==> config.mk <==
export PLATFORM = sky130hd
export DESIGN_NAME = icache_axi_rd_bridge
export DESIGN_NICKNAME = d
export VERILOG_FILES = /design/src/rtl/icache_axi_rd_bridge.sv
export SDC_FILE = /design/constraint.sdc
export NUM_CORES = 1
export LEC_CHECK = 0
export ABC_AREA = 1
export CAP_MARGIN = 10
export CORE_MARGIN = 1.5
export CORE_UTILIZATION = 43
export CTS_CLUSTER_DIAMETER = 50
export CTS_CLUSTER_SIZE = 14
export DETAILED_ROUTE_END_ITERATION = 7
export GPL_TIMING_DRIVEN = 1
export PLACE_DENSITY_LB_ADDON = 0.12
export SLEW_MARGIN = 20
export SYNTH_ARGS = -nofsm -noshare
export SYNTH_HDL_FRONTEND = slang
export SYNTH_SLANG_ARGS = --single-unit
==> constraint.sdc <==
create_clock -name clk -period 2.6 [get_ports clk]
set_input_delay 0.52 -clock clk [delete_from_list [all_inputs] [get_ports clk]]
set_output_delay 0.52 -clock clk [all_outputs]
set_load 0.02 [all_outputs]
==> src/rtl/icache_axi_rd_bridge.sv <==
// icache_axi_rd_bridge: services one ICache line fill at a time by issuing a
// single 4-beat AXI4 INCR read burst and returning the assembled 128-bit line.
module icache_axi_rd_bridge #(
    parameter logic [3:0]  AXI_ID     = 4'd0,
    // Only 4 is supported: the line buffer and beat counter are sized for it.
    parameter int unsigned LINE_WORDS = 4
) (
    input  logic         clk,
    input  logic         resetn,

    // Cache refill request / return
    input  logic         rd_req,
    input  logic [31:0]  rd_addr,
    output logic         rd_rdy,
    output logic         ret_valid,
    output logic [127:0] ret_data,
    output logic         ret_err,

    // AXI4 read address channel
    output logic [3:0]   arid,
    output logic [31:0]  araddr,
    output logic [7:0]   arlen,
    output logic [2:0]   arsize,
    output logic [1:0]   arburst,
    output logic         arvalid,
    input  logic         arready,

    // AXI4 read data channel
    input  logic [3:0]   rid,
    input  logic [31:0]  rdata,
    input  logic [1:0]   rresp,
    input  logic         rlast,
    input  logic         rvalid,
    output logic         rready
);

    localparam logic [1:0] StIdle = 2'd0;
    localparam logic [1:0] StAr   = 2'd1;
    localparam logic [1:0] StR    = 2'd2;
    localparam logic [1:0] StDone = 2'd3;

    logic [1:0]   state_q, state_d;
    logic [31:0]  addr_q;
    logic [1:0]   cnt_q;
    logic         err_q;
    logic [127:0] line_q;
    logic         accept;
    logic         beat;

    // RID is not checked and the low address bits are forced to zero.
    logic unused_inputs;
    assign unused_inputs = ^{rid, rd_addr[3:0]};

    assign accept = (state_q == StIdle) && rd_req;
    assign beat   = (state_q == StR) && rvalid;

    // Next-state decode.
    always_comb begin
        state_d = state_q;
        unique case (state_q)
            StIdle: if (rd_req)         state_d = StAr;
            StAr:   if (arready)        state_d = StR;
            StR:    if (rvalid && rlast) state_d = StDone;
            StDone:                     state_d = StIdle;
            default:                    state_d = StIdle;
        endcase
    end

    // State, request latch, beat counter, error flag and line buffer.
    always_ff @(posedge clk) begin
        if (!resetn) begin
            state_q <= StIdle;
            addr_q  <= 32'd0;
            cnt_q   <= 2'd0;
            err_q   <= 1'b0;
            line_q  <= 128'd0;
        end else begin
            state_q <= state_d;
            if (accept) begin
                addr_q <= {rd_addr[31:4], 4'h0};
                cnt_q  <= 2'd0;
                err_q  <= 1'b0;
            end
            if (beat) begin
                // Extra beats of an over-long burst keep landing in word 3.
                line_q[{cnt_q, 5'b0} +: 32] <= rdata;
                if (cnt_q != 2'd3) begin
                    cnt_q <= cnt_q + 2'd1;
                end
                err_q <= err_q | (rresp != 2'b00);
            end
        end
    end

    // Outputs are decoded from state only; rd_rdy is also gated by reset.
    always_comb begin
        rd_rdy    = (state_q == StIdle) && resetn;
        arvalid   = (state_q == StAr);
        rready    = (state_q == StR);
        ret_valid = (state_q == StDone);
        ret_err   = (state_q == StDone) && err_q;
        ret_data  = line_q;
        arid      = AXI_ID;
        araddr    = addr_q;
        arlen     = 8'(LINE_WORDS - 1);
        arsize    = 3'b010;
        arburst   = 2'b01;
    end

endmodule

==> results by group, run 1 <==
STA
  • Final setup fails: 0
  • Minimum clock period: 2.38 ns
  • Final period util: 91.4%
  • RSZ-0062 raised after global routing: no
  • Final hold vios: 0
  • Max-Slew Margin vs Limit: 40.3%
  • Fin Setup TNS: 0 ns
  • Worst Skew: 0.00776 ns
  • Max-slew violations: 0
  • FMAX: 421 MHz
  • Slew @ Worst Pin: 0.890 ns
  • Worst setup margin: 0.224 ns

Routing
  • DR iter-0 viols: 392
  • Average wire per standard cell: about 15 µm
  • Total number of vias: around 6.3k
  • Final ANT Viol Nets: 0
  • DRC violations left: 0
  • Drt via density: 4.86
  • Drt pass-1 iters: 5
  • Drt total wl: 19400 µm

Floorplanning
  • Die area: 0.0157 mm²
  • DIE WIDTH: 125 µm
  • I/O Pins: 258
  • Core area: roughly 0.015 mm²
  • Die height: roughly 130 µm
  • Initial Utilization: roughly 44%
  • Row count: 44

Placed design
  • RePlAce Congestion: roughly 0.85
  • Hpwl dp: 13100 µm
  • Dpl ws: 0.282 ns
  • IO Port Bufs: 228

Critical path
  • R2R Path End: ret_data[56]
  • Reg2reg path depth: 7
  • Worst EP arrival: 1.86 ns
  • R2r setup slk: 0.24 ns
  • Setup crit start kind: flip-flop
  • CP Capture Type: output port
  • Critical path fanouts, max: 6
  • Crit-path max cell delay: between 0.6 and 0.7 ns
  • Worst reg2reg path startpoint: cnt_q[1]
  • Slowest stage cell, crit path: clkdlybuf4s50_1
  • Crit path cell chain: inv_1 > ha_1 > clkdlybuf4s50_1
  • Worst path bufs/invs: 2
  • Crit path max-delay family: buffers and inverters
  • Setup CP Type: flip-flop to output port
  • Worst Path Required: approximately 2.1 ns

Outcome
  • Outcome: completed

Clock network
  • Resized Gates After CTS: 0
  • Max clock buf depth: 2
  • CTS hold repair buffers: 0
  • TritonCTS clock tree: yes
  • TritonCTS Buffers: 17
  • Clk slew on worst S/H paths: 0.06 ns
  • H-tree lvl count: 4
  • Clk Latency, worst-skew pair: 0.42 ns
  • Root buffer cell: clkbuf_16
  • Post-CTS setup buffer count: 0
  • Clk sinks: 161

Run
  • Maxcap violations: 0

Global routing
  • Largest net degree at the start of global routing: 66
  • Total gr overflow: 0
  • Global-route wire length before repair: 30700 µm
  • Vias in the first global route: ~6k
  • Initial antenna violation count: 1
  • Total GRT Usage: 24.6%

Synth
  • Yosys reg bits: 161
  • Post-synthesis instance total: 878
  • Yosys top cell by area: dfxtp_1
  • Adder-cell area share of the yosys netlist: 1.75%
  • Synth Area in Compound Gates: 15.0%
  • Top FF cell, synth: dfxtp_1
  • Synth warnings: 0
  • Syn Area/Cell: 7.35 µm²
  • Synth Area in XOR/XNOR: 0%
  • Largest cells by area after synthesis: dfxtp_1 (50%), nand2_1 (14%), a21oi_1 (10%)
  • Largest family of logic cells by synthesized area: simple AND/OR/NAND/NOR gates
  • Sequential area share after synthesis: 50.0%
  • Mapped Area: about 0.0065 mm²
  • Unique masters post-synth: 23
  • Yosys top cell area share: around 50%
  • Count leader, synth: nand2_1
  • Post-synth ARST share: 0%
  • Multiplexer share of the synthesized area: 0%
  • Post-Synth Simple-Gate Area: roughly 23%
  • Synth cell count leaders: nand2_1 (240), dfxtp_1 (161), a21oi_1 (130)
  • Number of flops mapped to enable cells by yosys: 0

Hold path
  • Worst hold path depth: 2
  • Worst Hold Path EP: ret_data[108]
  • HP Start: ret_data[108]
  • Tightest Hold Check Type: flip-flop to flip-flop

Pwr
  • Leak: 0.00366 µW
  • PD cells: 763 mW/mm²
  • Peak VDD IR: approximately 0.00048 V

Layout
  • Nets: 1176
  • Multi-input logic area: 0.00266 mm²
  • FF+latch area: 0.00322 mm²
  • Area Overhead vs Synth: 47.1%
  • Share of cells above drive strength 1: 6.35%
  • Filler instances: around 1.3k
==> sequential cells by signal (all words and copies together), names as in the netlist <==
name and count:
araddr 28, cnt_q 2, state_q 2, ret_data 128, err_q 1
==> placed cells by master (no fill, tap or decap), drive strengths merged <==
cell           netlist  layout
clkdlybuf4s50        0     227
a21oi              130     130
bufinv               0       5
inv                 56      57
nand3               37      37
nor2                97      97
ha                   9       9
diode                0       1
clkbuf              29      19
nand4                1       1
conb                 2      21
o21ai               62      62
buf                 50      27
nor3                 1       1
nand2              241     241
clkinv               1       5
a211oi               1       1
dfxtp              161     161
clkinvlp             0       2
==> tightest hold or removal path, delay by kind of cell, from the launching register on <==
kind	cells	cell delay (ns)
flip-flops	1	0.31
AND/OR/NAND/NOR	1	0.06
AO/OA/AOI/OAI	1	0.05
==> logic make-up after synthesis <==
group	after synthesis
other cells	2
flops	161
compound gates	193
fa+ha+maj	9
simple gates	377
buf+inv	136
==> worst max-delay path by stage <==
stage	startpoint	endpoint	slack [ns]	depth (start not counted)
2_1_floorplan	cnt_q[0]	ret_data[120]	0.75	9
3_3_place_gp	cnt_q[1]	ret_data[104]	0.32	7
3_5_place_dp	cnt_q[1]	ret_data[54]	0.28	7
4_1_cts	state_q[0]	rready	0.19	3
5_1_grt	cnt_q[1]	ret_data[57]	0.07	7
6_report	state_q[0]	rready	0.22	3
==> where the power goes <==
part	internal [µW]	total [µW]	switching (µW)
Clock	1760	2770	1010
Sequential	2660	2750	95.8
Combinational	696	1720	1030
==> routing by layer <==
layer / vias to the layer above / global-route usage [%] / share of wire (%) / wire length [µm]
li1: 3187 / - / - / -
met1: 2844 / 32.8 / 46 / 8970
met2: 204 / 38.3 / 45 / 8670
met3: 28 / 6.68 / 7.0 / 1360
met4: 0 / 9.09 / 2.0 / 378
met5: - / 0 / 0 / 0
==> through the flow <==
stage	hold WS, ns	area (µm²)	util (%)	instances	total power, µW
after floorplan	0.463	6520	-	897	3810
after global placement	0.451	8830	60.5	1256	4520
after detailed placement	0.454	8830	60.5	1256	4530
after CTS	0.463	9490	65.0	1287	7290
after global routing	0.476	9490	65.0	1287	7580
final	0.461	9490	65.0	1288	7240
==> area by class of cell <==
| type | instances | share of cell area (%) |
|---|---|---|
| Clock buffer | 19 | 4.77 |
| Tap cell | 184 | 2.43 |
| Clock inverter | 12 | 2.16 |
| Multi-Input combinational cell | 600 | 28.1 |
| Inverter | 57 | 2.27 |
| Sequential cell | 161 | 34.0 |
| Timing Repair Buffer | 254 | 26.3 |
| Antenna cell | 1 | 0.0264 |
Note: power is estimated with default switching activity, not from simulation.
==> run 2, diff against run 1 <==
==> constraint.sdc (replaced) <==
create_clock -name clk -period 2.57 [get_ports clk]
set_input_delay 0.514 -clock clk [delete_from_list [all_inputs] [get_ports clk]]
set_output_delay 0.514 -clock clk [all_outputs]
set_load 0.02 [all_outputs]
==> run 2 against run 1 <==
Sequential share of layout area rose by 0.32 points. Register-to-register slack gained 0.17 ns. Worst hold slack barely moved. Utilization shrank 0.60 points. Combinational power is essentially flat. Die area unchanged. Clock skew is 0.00099 ns lower. Highest routed layer unchanged. Largest cell class unchanged. Total power is 3.7% lower. Clock-buffer cell count increased by 1.
==> results by group, run 2 (synthesis results as in run 1) <==
Outcome
  • Outcome: completed

Pwr
  • Sw Share: 30.3% (+0.88 points)
  • Clk pwr share: 35.1% (-3.1 points)
  • Combinational share of power: 25.0% (+1.2 points)
  • Internal Power: 4860 µW (-4.9%)
  • PD cells: 742 mW/mm² (-2.8%)
  • Net Switching: 2120 µW (-0.77%)
  • Pwr Total: 6980 µW (-3.7%)
  • Leak: 0.00363 µW (-0.95%)
  • Sequential share of power: 39.9% (+1.9 points)
  • Peak VDD IR: 0.000534 V (+11%)

Clock network
  • Clk slew on worst S/H paths: 0.06 ns (about the same)
  • Root buffer cell: clkbuf_16
  • Post-CTS setup buffer count: 0 (unchanged)
  • CTS hold repair buffers: 0 (unchanged)
  • TritonCTS Buffers: 17 (unchanged)
  • H-tree lvl count: 4 (unchanged)
  • TritonCTS clock tree: yes
  • Resized Gates After CTS: 0 (unchanged)
  • Clk sinks: 161 (unchanged)
  • Max clock buf depth: 2 (unchanged)
  • Clk Latency, worst-skew pair: 0.41 ns (about the same)

Floorplanning
  • Initial Utilization: 44.2% (unchanged)
  • Die area: 0.0157 mm² (unchanged)
  • Core area: 0.0146 mm² (unchanged)
  • Die height: 125 µm (unchanged)
  • Row count: 44 (unchanged)
  • I/O Pins: 258 (unchanged)
  • DIE WIDTH: 125 µm (unchanged)

STA
  • Final hold vios: 0 (unchanged)
  • Final setup fails: 0 (unchanged)
  • Minimum clock period: 2.37 ns
  • Final period util: ~92%
  • Worst setup margin: 0.199 ns (-0.0244 ns)
  • Fin Setup TNS: 0 ns (unchanged)
  • Fin Hold WS: 0.461 ns (+0.000105 ns)
  • Slew @ Worst Pin: 0.843 ns (-0.0474 ns)
  • Max-slew violations: 0 (unchanged)
  • Max-Slew Margin vs Limit: 43.5% (+3.2 points)
  • FMAX: 422 MHz
  • RSZ-0062 raised after global routing: no
  • Worst Skew: 0.00678 ns (-0.000986 ns)

Critical path
  • Slowest stage cell, crit path: clkdlybuf4s50_1
  • Setup CP Type: flip-flop to output port
  • Worst Path Required: 2.06 ns (-0.02 ns)
  • Worst EP arrival: 1.86 ns (about the same)
  • Critical path fanouts, max: 6 (unchanged)
  • Crit path cell chain: inv_1 > ha_1 > clkdlybuf4s50_1
  • Crit-path max cell delay: 0.68 ns (about the same)
  • Setup crit start kind: flip-flop
  • CP Capture Type: output port

Routing
  • DRC violations left: 0 (unchanged)
  • Total number of vias: 6235 (-0.45%)
  • Drt pass-1 iters: 4 (-1)
  • DR iter-0 viols: 359 (-8.4%)
  • Drt via density: 4.84 (-0.45%)
  • Average wire per standard cell: 14.9 µm (-0.85%)
  • Final ANT Viol Nets: 0 (unchanged)
  • Drt total wl: 19200 µm (-0.85%)

Placed design
  • IO Port Bufs: 228 (unchanged)
  • RePlAce Congestion: 0.843 (-1.0%)
  • Dpl ws: 0.413 ns (+0.131 ns)
  • Hpwl dp: 13300 µm (+1.3%)

Global routing
  • Global-route wire length before repair: 31100 µm (+1.3%)
  • Vias in the first global route: 5891 (+0.91%)
  • Total gr overflow: 0 (unchanged)
  • Total GRT Usage: 24.8% (+0.15 points)
  • Largest net degree at the start of global routing: 66 (unchanged)
  • Initial antenna violation count: 1 (unchanged)

Hold path
  • Tightest Hold Check Type: flip-flop to flip-flop

Layout
  • Most common cell after layout, fill and taps aside: nand2_1
  • Area Overhead vs Synth: 45.7%
  • Nets: 1176 (unchanged)
  • Filler instances: 1357 (+3.7%)
  • Commonest cells after routing, fill and taps aside: nand2_1 (240), clkdlybuf4s50_1 (227), dfxtp_1 (161), a21oi_1 (130), nor2_1 (91)
  • Max FFs per register: 128 (unchanged)
  • Share of cells above drive strength 1: 6.26% (-0.091 points)

Run
  • Maxcap violations: 0 (unchanged)
-- run 2: metal layers --
metal	track usage [%]	part of all wire, %	up-vias
li1	-	-	3178
met1	33.0	45	2827
met2	39.0	45	214
met3	6.46	8.2	16
met4	8.49	1.4	0
met5	0	0	-
-- run 2: area by class of cell --
type | instances | area, µm² | share of cell area, %
antenna | 1 | 2.50 | 0.0266
clock buffer | 20 | 457 | 4.86
clock inverter | 11 | 114 | 1.21
inverter | 57 | 215 | 2.29
multi-input combinational | 600 | 2660 | 28.3
sequential | 161 | 3220 | 34.3
tap | 184 | 230 | 2.45
timing repair buffer | 254 | 2500 | 26.6
-- run 2: through the flow --
stage / util, % / cells / instance area, µm²
after floorplan: - / 897 / 6520
after global placement: 60.5 / 1256 / 8830
after detailed placement: 60.5 / 1256 / 8830
after CTS: 64.4 / 1287 / 9400
after global routing: 64.4 / 1287 / 9400
final: 64.4 / 1288 / 9400
-- run 2: power groups by stage --
stage	clock network (µW)	registers (µW)	logic, µW
6_report	2450	2780	1740
5_1_grt	2610	2810	1920
4_1_cts	2500	2780	1760
3_5_place_dp	0	2840	1750
3_3_place_gp	0	2830	1740
2_1_floorplan	0	3050	805
-- run 2: final timing paths --
path | slack (ns) | to | start | cells after the start
max | 0.20 | rready | state_q[0] | 3
min | 0.46 | ret_data[42] | ret_data[42] | 2
max reg2reg | 0.41 | ret_data[118] | cnt_q[0] | 7
min reg2reg | 0.46 | ret_data[42] | ret_data[42] | 2
-- run 2: worst max-delay path, delay by kind of cell, from the launching register on --
family,cells,cell delay (ns)
flip-flops,1,0.33
buffers and inverters,2,0.78
adder cells (fa/ha/maj),1,0.34
==> run 3, diff against run 2 <==
--- a/config.mk
+++ b/config.mk
@@ -8,9 +8,9 @@
 export ABC_AREA = 1
 export CAP_MARGIN = 10
 export CORE_MARGIN = 1.5
-export CORE_UTILIZATION = 43
+export CORE_UTILIZATION = 35
 export CTS_CLUSTER_DIAMETER = 50
-export CTS_CLUSTER_SIZE = 14
+export CTS_CLUSTER_SIZE = 10
 export DETAILED_ROUTE_END_ITERATION = 7
 export GPL_TIMING_DRIVEN = 1
 export PLACE_DENSITY_LB_ADDON = 0.12
==> constraint.sdc (replaced) <==
create_clock -name clk -period 2.3 [get_ports clk]
set_input_delay 0.46 -clock clk [delete_from_list [all_inputs] [get_ports clk]]
set_output_delay 0.46 -clock clk [all_outputs]
set_load 0.02 [all_outputs]
==> run 3 against run 2 <==
Cell count up 3.6%. Clock skew grew 0.0050 ns. First-iteration DRC count is 6.1% lower. Utilization fell by 12 points. Register-to-register slack better by 0.12 ns. Largest power group unchanged. Cell area up 0.93%. Global-route usage shrank 3.7 points. Highest routed layer is now met5. Critical endpoint is now ret_err. Sequential share of layout area is 0.32 points lower.
==> results by group, run 3 (synthesis results as in run 1) <==
Routing
  • Drt via density: 4.64 (-4.2%)
  • Drt pass-1 iters: 4 (unchanged)
  • Average wire per standard cell: 15.4 µm (+3.1%)
  • DRC violations left: 0 (unchanged)
  • DR iter-0 viols: 337 (-6.1%)
  • Final ANT Viol Nets: 0 (unchanged)
  • Drt total wl: 20500 µm (+6.9%)
  • Total number of vias: 6191 (-0.71%)

Pwr
  • PD cells: 832 mW/mm² (+12%)
  • Peak VDD IR: 0.000485 V (-9.1%)
  • Internal Power: 5440 µW (+12%)
  • Net Switching: 2450 µW (+16%)
  • Combinational share of power: 24.5% (-0.5 points)
  • Clk pwr share: 36.1% (+1.0 points)
  • Sw Share: 31.1% (+0.75 points)
  • Leak: 0.00365 µW (+0.64%)
  • Sequential share of power: 39.4% (-0.5 points)

Global routing
  • Total gr overflow: 0 (unchanged)
  • Total GRT Usage: 21.1% (-3.7 points)
  • Initial antenna violation count: 1 (unchanged)
  • Global-route wire length before repair: 32200 µm (+3.3%)
  • Vias in the first global route: 5693 (-3.4%)
  • Largest net degree at the start of global routing: 65 (-1.5%)

Placed design
  • Post-DP Area: 0.00890 mm² (+0.81%)
  • Hpwl dp: 14600 µm (+10%)
  • RePlAce Congestion: 0.794 (-5.9%)
  • IO Port Bufs: 228 (unchanged)
  • Dpl ws: 0.309 ns (-0.104 ns)

Layout
  • Most common cell after layout, fill and taps aside: nand2_1
  • Commonest cells after routing, fill and taps aside: nand2_1 (240), clkdlybuf4s50_1 (225), dfxtp_1 (161), a21oi_1 (130), nor2_1 (91)
  • Filler instances: 1796 (+32%)
  • FF+latch area: 0.00322 mm² (unchanged)
  • Nets: 1178 (+0.17%)
  • Max FFs per register: 128 (unchanged)
  • Share of cells above drive strength 1: 6.42% (+0.16 points)
  • Area Overhead vs Synth: 47.1%
  • # diodes: 0 (-1)
  • Multi-input logic area: 0.00266 mm² (unchanged)
  • Final Instance Area: 0.00949 mm² (+0.93%)

STA
  • RSZ-0062 raised after global routing: no
  • Fin Setup TNS: 0 ns (unchanged)
  • Max-slew violations: 0 (unchanged)
  • Final setup fails: 0 (unchanged)
  • Max-Slew Margin vs Limit: 59.9% (+16 points)
  • Slew @ Worst Pin: 0.601 ns (-0.242 ns)
  • Worst setup margin: 0.177 ns (-0.0224 ns)
  • Final period util: 92.3%
  • Final hold vios: 0 (unchanged)
  • FMAX: 471 MHz
  • Minimum clock period: ~2.1 ns
  • Worst Skew: 0.0118 ns (+0.00505 ns)

Critical path
  • Setup crit start kind: flip-flop
  • CP Capture Type: output port
  • Crit path to: ret_err
  • Worst Path Required: 1.84 ns (-0.22 ns)
  • R2r setup slk: 0.53 ns (+0.12 ns)
  • Worst EP arrival: 1.66 ns (-0.20 ns)
  • Reg2reg path depth: 8 (+1)
  • Setup CP Type: flip-flop to output port
  • R2R Path End: ret_data[85]
  • Worst reg2reg path startpoint: cnt_q[0]
  • Critical path fanouts, max: 3 (-3)
  • Worst Setup SP: state_q[1]

Hold path
  • Tightest Hold Check Type: flip-flop to flip-flop

Floorplanning
  • Die area: 0.0193 mm² (+22%)
  • DIE WIDTH: 139 µm (+11%)
  • Initial Utilization: 35.8% (-8.4 points)
  • Core area: 0.0180 mm² (+24%)
  • Row count: 49 (+11%)
  • I/O Pins: 258 (unchanged)
  • Die height: 139 µm (+11%)

Clock network
  • Max clock buf depth: 2 (unchanged)
  • Post-CTS setup buffer count: 0 (unchanged)
  • H-tree lvl count: 4 (unchanged)
  • Clk slew on worst S/H paths: 0.07 ns (about the same)
  • TritonCTS clock tree: yes
  • CTS hold repair buffers: 0 (unchanged)
  • Clk sinks: 161 (unchanged)
  • TritonCTS Buffers: 17 (unchanged)
  • Root buffer cell: clkbuf_16
  • Clk Latency, worst-skew pair: 0.43 ns (+0.02 ns)

Run
  • Maxcap violations: 0 (unchanged)

Outcome
  • Outcome: completed
==> run 3: cell types whose count changed in the layout (fill, tap and decap cells not counted), sizes merged <==
cell,delta
buf,+2
clkbuf,+1
clkdlybuf4s50,-2
clkinv,-4
clkinvlp,+1
diode,-1
dlygate4sd2,+1
dlymetal6s2s,+1
inv,+3
==> run 3: worst min path at each step <==
stage | cells after the start | startpoint | to | slack (ns)
final | 2 | ret_data[125] | ret_data[125] | 0.46
after global routing | 2 | ret_data[102] | ret_data[102] | 0.48
after CTS | 2 | ret_data[126] | ret_data[126] | 0.47
after detailed placement | 2 | ret_data[126] | ret_data[126] | 0.46
after global placement | 2 | ret_data[12] | ret_data[12] | 0.45
after floorplan | 2 | err_q | err_q | 0.46
==> run 3: worst max-delay path, cell delays in order, from the launching register on <==
cell,delay (ns)
dfxtp_1,0.36
ha_1,0.18
nand2_1,0.05
inv_1,0.05
clkdlybuf4s50_1,0.60
==> run 3: timing repair <==
action,CTS,global route
cloned,0,0
gates resized for setup,1,1
endpoints found under the setup margin,1,1
==> run 3: power by group through the flow <==
| stage | logic, µW | registers (µW) | clock network (µW) |
|---|---|---|---|
| 2_1_floorplan | 899 | 3400 | 0 |
| 3_3_place_gp | 1950 | 3170 | 0 |
| 3_5_place_dp | 1960 | 3170 | 0 |
| 4_1_cts | 1960 | 3110 | 2910 |
| 5_1_grt | 2110 | 3130 | 3030 |
| 6_report | 1940 | 3110 | 2850 |
==> run 3: layout make-up <==
class                   count  share of cell area, %
inverters                  57                   2.27
clock buffers              21                   4.85
flip-flops and latches    161                   34.0
repair buffers            256                   26.5
well taps                 229                   3.02
multi-input cells         600                   28.1
clock inverters            11                   1.34
==> run 3: per-layer routing <==
layer  GRT usage [%]  share of wire [%]  vias to the layer above  routed length, µm
li1                -                  -                     3180                  -
met5               0              0.054                        -                 11
met3            5.63                6.4                       21               1320
met1            28.0                 47                     2803               9590
met4            5.81                1.4                        2                283
met2            33.8                 45                      185               9330
==> run 3: through the flow <==
step           instances  total power, µW  utilization, %  hold WS (ns)
6_report            1335             7890            52.6         0.464
5_1_grt             1335             8270            52.6         0.480
4_1_cts             1335             7980            52.6         0.466
3_5_place_dp        1303             5130            49.4         0.457
3_3_place_gp        1303             5120            49.4         0.450
2_1_floorplan        897             4300               -         0.463
